===== src/rtl/wait_timer_pkg.sv =====
// rtl/wait_timer_pkg.sv - shared encodings and defaults for the wait timer
package wait_timer_pkg;

    typedef enum logic {
        IDLE = 1'b0,
        RUN  = 1'b1
    } state_e;

    localparam logic MODE_ONESHOT = 1'b0;
    localparam logic MODE_FREERUN = 1'b1;

    localparam int DEFAULT_RESET_LIMIT = 6;

endpackage


===== src/rtl/wait_timer.sv =====
// rtl/wait_timer.sv - start/abort controlled terminal-count timer with wrap counter
module wait_timer
    import wait_timer_pkg::*;
#(
    parameter int WIDTH       = 3,
    parameter int RESET_LIMIT = DEFAULT_RESET_LIMIT
) (
    input  logic             clk,
    input  logic             rst,
    input  logic             start,
    input  logic [WIDTH-1:0] limit,
    input  logic             mode,
    input  logic             cnt_en,
    input  logic             abort,
    output logic [WIDTH-1:0] count,
    output logic             busy,
    output logic             done,
    output logic [WIDTH-1:0] wraps
);

    state_e           state_q, state_d;
    logic [WIDTH-1:0] count_q, count_d;
    logic [WIDTH-1:0] limit_q, limit_d;
    logic             mode_q, mode_d;
    logic             done_q, done_d;
    logic [WIDTH-1:0] wraps_q;
    logic             wraps_clr;
    logic             wraps_inc;

    // Next-state decode: abort overrides everything; start only matters in IDLE.
    always_comb begin
        state_d   = state_q;
        count_d   = count_q;
        limit_d   = limit_q;
        mode_d    = mode_q;
        done_d    = 1'b0;
        wraps_clr = 1'b0;
        wraps_inc = 1'b0;
        if (abort) begin
            state_d = IDLE;
            count_d = '0;
        end else begin
            case (state_q)
                IDLE: begin
                    if (start) begin
                        state_d   = RUN;
                        limit_d   = limit;
                        mode_d    = mode;
                        count_d   = '0;
                        wraps_clr = 1'b1;
                    end
                end
                RUN: begin
                    if (cnt_en) begin
                        if (count_q == limit_q) begin
                            count_d   = '0;
                            done_d    = 1'b1;
                            wraps_inc = 1'b1;
                            if (mode_q == MODE_ONESHOT) begin
                                state_d = IDLE;
                            end
                        end else begin
                            count_d = count_q + 1'b1;
                        end
                    end
                end
                default: begin
                    state_d = IDLE;
                    count_d = '0;
                end
            endcase
        end
    end

    // FSM, counter and latched run configuration.
    always_ff @(posedge clk or negedge rst) begin
        if (!rst) begin
            state_q <= IDLE;
            count_q <= '0;
            limit_q <= WIDTH'(RESET_LIMIT);
            mode_q  <= MODE_ONESHOT;
            done_q  <= 1'b0;
        end else begin
            state_q <= state_d;
            count_q <= count_d;
            limit_q <= limit_d;
            mode_q  <= mode_d;
            done_q  <= done_d;
        end
    end

    // Terminal-count tally, cleared on an accepted start and pinned at all-ones.
    always_ff @(posedge clk or negedge rst) begin
        if (!rst) begin
            wraps_q <= '0;
        end else if (wraps_clr) begin
            wraps_q <= '0;
        end else if (wraps_inc && (wraps_q != '1)) begin
            wraps_q <= wraps_q + 1'b1;
        end
    end

    assign count = count_q;
    assign busy  = (state_q == RUN);
    assign done  = done_q;
    assign wraps = wraps_q;

endmodule

===== config.mk =====
export PLATFORM = sky130hd
export DESIGN_NAME = wait_timer
export DESIGN_NICKNAME = d
export VERILOG_FILES = /design/src/rtl/wait_timer_pkg.sv /design/src/rtl/wait_timer.sv
export SDC_FILE = /design/constraint.sdc
export NUM_CORES = 1
export LEC_CHECK = 0
export CAP_MARGIN = 20
export CORE_MARGIN = 2
export CORE_UTILIZATION = 49
export DETAILED_ROUTE_END_ITERATION = 10
export GPL_TIMING_DRIVEN = 0
export PLACE_DENSITY = 0.92
export SLEW_MARGIN = 20
export SYNTH_ARGS = -nofsm -noshare
export SYNTH_HDL_FRONTEND = slang
export SYNTH_SLANG_ARGS = --single-unit
export TNS_END_PERCENT = 10

===== constraint.sdc =====
create_clock -name clk -period 3 [get_ports clk]
set_clock_uncertainty 0.15 [all_clocks]
set_input_delay 0.45 -clock clk [delete_from_list [all_inputs] [get_ports clk]]
set_output_delay 0.45 -clock clk [all_outputs]
set_load 0.02 [all_outputs]

**After elaboration in Yosys (flattened, before gate mapping)**

Index checks and enable logic that the tools add are counted.

- Reductions and logical operators: 4
- Add/sub/neg operators: 2
- Equality and inequality tests: 4
- Muxes and demuxes: 19
- Bitwise logic cells: 2

Operators by type and width:

| cell | count |
|---|---|
| $mux W3 | 6 |
| $mux W1 | 11 |
| $ne A3 B3 Y1 const B | 3 |
| $add A3 B1 Y3 const B | 2 |
| $pmux W3 S2 | 1 |
| $eq A3 B3 Y1 | 1 |
| $reduce_and A3 Y1 | 1 |
| $not A1 Y1 | 2 |
| $pmux W1 S2 | 1 |
| $reduce_and A2 Y1 | 1 |
| $reduce_bool A2 Y1 | 1 |
| $logic_and A1 B1 Y1 | 1 |

- Input bits: 9
- Logic and storage cells: 37
- Register bits: 12
- Output and inout port bits: 8

**Depth between registers and ports, before layout**

- Depth after elaboration: 8
- Mapped depth: 5
- Depth with buffers taken out: 5

**Least setup slack after synthesis**

OpenSTA, ideal clock, no wires.

- Path type: register to register
- From: register wraps_q[0], in the netlist wraps[0]
- To: register wraps_q[1], in the netlist wraps[1]
- Arrival time: 1.585 ns
- Data required time: 2.725 ns
- Library setup time: 0.125 ns
- Path buffers: 0
- Period minus slack after synthesis: 1.860 ns
- Stages on the path, launching flop included: 6
- Slack: 1.140 ns
- Cells stage by stage: dfrtp_1 > ha_1 > ha_1 > and4bb_1 > nand4_2 > mux2_4

- Word-level cells in the longest chain between the ends: 3
- Elaborated cells between the ends (all ways): 6
- Those cells by class: add/sub: 1; eq/ne: 1; mux: 2; reduce/logical: 2

RTL lines:

| element | line | text |
|---|---|---|
| from (decl) | wait_timer.sv:26 | `logic [WIDTH-1:0] wraps_q;` |
| from (signal assigned) | wait_timer.sv:99 | `wraps_q <= wraps_q + 1'b1;` |
| $add A3 B1 Y3 / $ne A3 B3 Y1 (equally long branches) | wait_timer.sv:99, wait_timer.sv:98 |  |
| $mux W3 / $logic_and A1 B1 Y1 (equally long branches) | wait_timer.sv:98 | `end else if (wraps_inc && (wraps_q != '1)) begin` |
| $mux W3 / $reduce_bool A2 Y1 (equally long branches) | -- |  |

Parallel ways exist; a longest one is shown, timed or not. The select of a mux whose other input is x is not followed.
A chain may end at the register's enable or synchronous reset.

**Final worst setup path**

- From: register count_q[0], in the netlist count[0]
- To: output count[0]

RTL lines:

| element | line | text |
|---|---|---|
| from (decl) | wait_timer.sv:22 | `logic [WIDTH-1:0] count_q, count_d;` |
| from (signal assigned) | wait_timer.sv:85 | `count_q <= count_d;` |
| to (decl) | wait_timer.sv:15 | `output logic [WIDTH-1:0] count,` |

No word-level cell between the ends.

==> reports/qor.yml <==
syn_nets: 64
cts.clk_slew.worst_paths_ns: 0.07
cts_root_buf: "clkbuf_4"
report.final.slew_viol_count: 0
syn_avg_cell_area_um2: 12.80
finalHoldViolCount: 0
final_area_um2: 867.1
place_area_um2: 844.6
post_cts_resized: 0
synthSimpleGateAreaFrac_pct: 16.73
setup_viol: 0
cts-buffers-inserted: 3
maxCapViolCount: 0
fin_nets: 85
synth_compound_area_share_pct: 10.90
tns_ns: 0
dr.pass1.iters: 4
rows: 13
synth_seq_cells: 12
maxSlewHeadroom_pct: 63.09
synth_mux_area_share_pct: 12.78
tightest_slew_ns: 0.5520
synth_top_family_by_area: "simple AND/OR/NAND/NOR gates"
antenna_found_initial: 0
ys_seq_area_share_pct: 45.49
critPathBufInv: 1
synth.most_common_cell: "dfrtp_1"
die_area_um2: 1669
core_um2: 1285
clk_path_buf_depth: 2
clkLatencyLatePin_ns: 0.27
path_cells: "clkdlybuf4s50_1"
route.vias.total: 483
max_stage_delay_ns: 0.65
rsz0062_at_grt: "false"
async_reset_ff_share_pct: 100.0
syn_inst: 52
crit_arrival_ns: 1.37
port_buffers: 16
synth_warnings: 0
grt_pass1_vias: 435
drt_iter0_drc: 10
synth_commonest_cells: "10 x dfrtp_1, 4 x mux2_1, 4 x nand3_1"
area_growth_syn_to_layout_pct: 30.26
path_class: "reg -> out"
cts_tree: "done"
num_io_pins: 17
outcome: "complete, no violations"
synth-edff-count: 0
max_freq_mhz: 507.8
dp_hpwl_mm: 1.022
ir_worst_vdd_uv: 281.8
critPathTopFamily: "buffers and inverters"
cp-start-kind: "register"
wl_per_cell_um: 15.66
synth_fa_ha_area_share_pct: 5.639
synthTopCellsByArea: "dfrtp_1 38%, dfstp_2 7.9%, xnor2_2 7.3%, mux2_1 6.8%, ha_1 5.6%"
end_kind: "output pin"
crit_path_top_delay_cell: "clkdlybuf4s50_1"
die_y_um: 40.86
start_util_pct: 51.80
place.gp.congestion: 0.7483
grt_usage_pct: 19.34
period_needed_ns: 1.969
syn_area_um2: 665.6
grt_first_pass_wirelength_mm: 1.938
grt_max_degree: 13
overflow: 0
yosysTopAreaCell: "dfrtp_1"
die_width_um: 40.86
whs_ns: 0.3403
min_path_type: "reg -> reg"
p_leak_nw: 0.3896
cts-hold-fix-buffers: 0
crit_fanout: 5
synth_ff_type: "dfrtp_1"
ant_nets: 0
diodes: 0
drive_above_1_share_pct: 18.31
vias_per_cell: 5.616
drc: 0
fin_crit_sh_pct: 65.64
synth-xor-area-share_pct: 7.331
cts_setup_buffers: 0
totalPowerFinal_w: 0.0003784
p_per_area_nw_per_um2: 436.5
wl_mm: 1.347
cts.htree.levels: 1
synth_top_area_share_pct: 37.59
synth_cell_types: 27
required_ns: 2.40
cts_sinks: 12
==> layout make-up <==
cell class	count	area [um^2]
buffer	1	7.507
clock buffer	3	22.52
fill	109	417.9
multi-input combinational	39	355.3
sequential	12	302.8
tap	15	18.77
timing repair buffer	16	160.2
==> logic make-up (layout without fill, tap and decap cells) <==
| group | count (synthesis) | count (layout) |
|---|---|---|
| buffers and inverters | 1 | 20 |
| and+or+nand+nor | 16 | 16 |
| xor gates and xnor gates | 3 | 3 |
| adders and majority gates | 3 | 3 |
| DFF | 12 | 12 |
| muxes | 7 | 7 |
| AOI/OAI and AO/OA | 10 | 10 |
==> worst reg2reg max path, cell delays in order (launching register included) <==
cell      delay (ns)
dfrtp_1         0.41
ha_1            0.22
ha_1            0.17
and4bb_1        0.28
nand4_2         0.18
mux2_4          0.34
==> per-layer routing <==
metal | routed length (um) | global-route usage [%]
met1 | 603 | 22.71
met2 | 691 | 30.86
met3 | 35 | 4.891
met4 | 17 | 12.50
met5 | 0 | 0
==> through the flow <==
step / util (%) / cells / setup slack (ns)
finish: 67.48 / 86 / 1.031
global route: 67.48 / 86 / 0.9811
CTS: 67.48 / 86 / 1.030
detailed placement: 65.73 / 83 / 0.8093
global placement: 65.73 / 83 / 0.8140
floorplan: - / 52 / 1.140
==> path summary, 6_finish.rpt <==
kind / from / to / slack (ns) / cells past startpoint
worst max-delay path: count[0]$_DFFE_PN0P_ / count[0] / 1.03 / 1
worst min-delay path: mode_q$_DFFE_PN0P_ / mode_q$_DFFE_PN0P_ / 0.34 / 1
worst max register to register: wraps[0]$_DFFE_PN0P_ / wraps[1]$_DFFE_PN0P_ / 1.13 / 5
worst min register to register: mode_q$_DFFE_PN0P_ / mode_q$_DFFE_PN0P_ / 0.34 / 1
max in group asynchronous: rst / limit_q[2]$_DFFE_PN1P_ / 1.94 / 1
min in group asynchronous: rst / limit_q[0]$_DFFE_PN0P_ / 0.38 / 1
==> flip-flops by register name (all words and copies together) (netlist names) <==
signal and cells:
wraps 3, mode_q 1, busy 1, limit_q 3, count 3, done 1
==> cell usage in the layout, fill, tap and decap left out, types with 3 or more instances in the layout <==
cell type	instances
xnor2_2	3
dfrtp_1	10
nand3_1	4
mux2_1	4
clkdlybuf4s50_1	16
clkbuf_4	3
ha_1	3
a21oi_1	3
==> power by group <==
group	internal [W]	switching [W]	leakage, nW
combinational	0.0000442	0.0000422	0.222
sequential	0.000181	0.0000156	0.154
clock	0.0000464	0.0000488	0.0138
No activity file was read; power rests on OpenSTA's default activity.
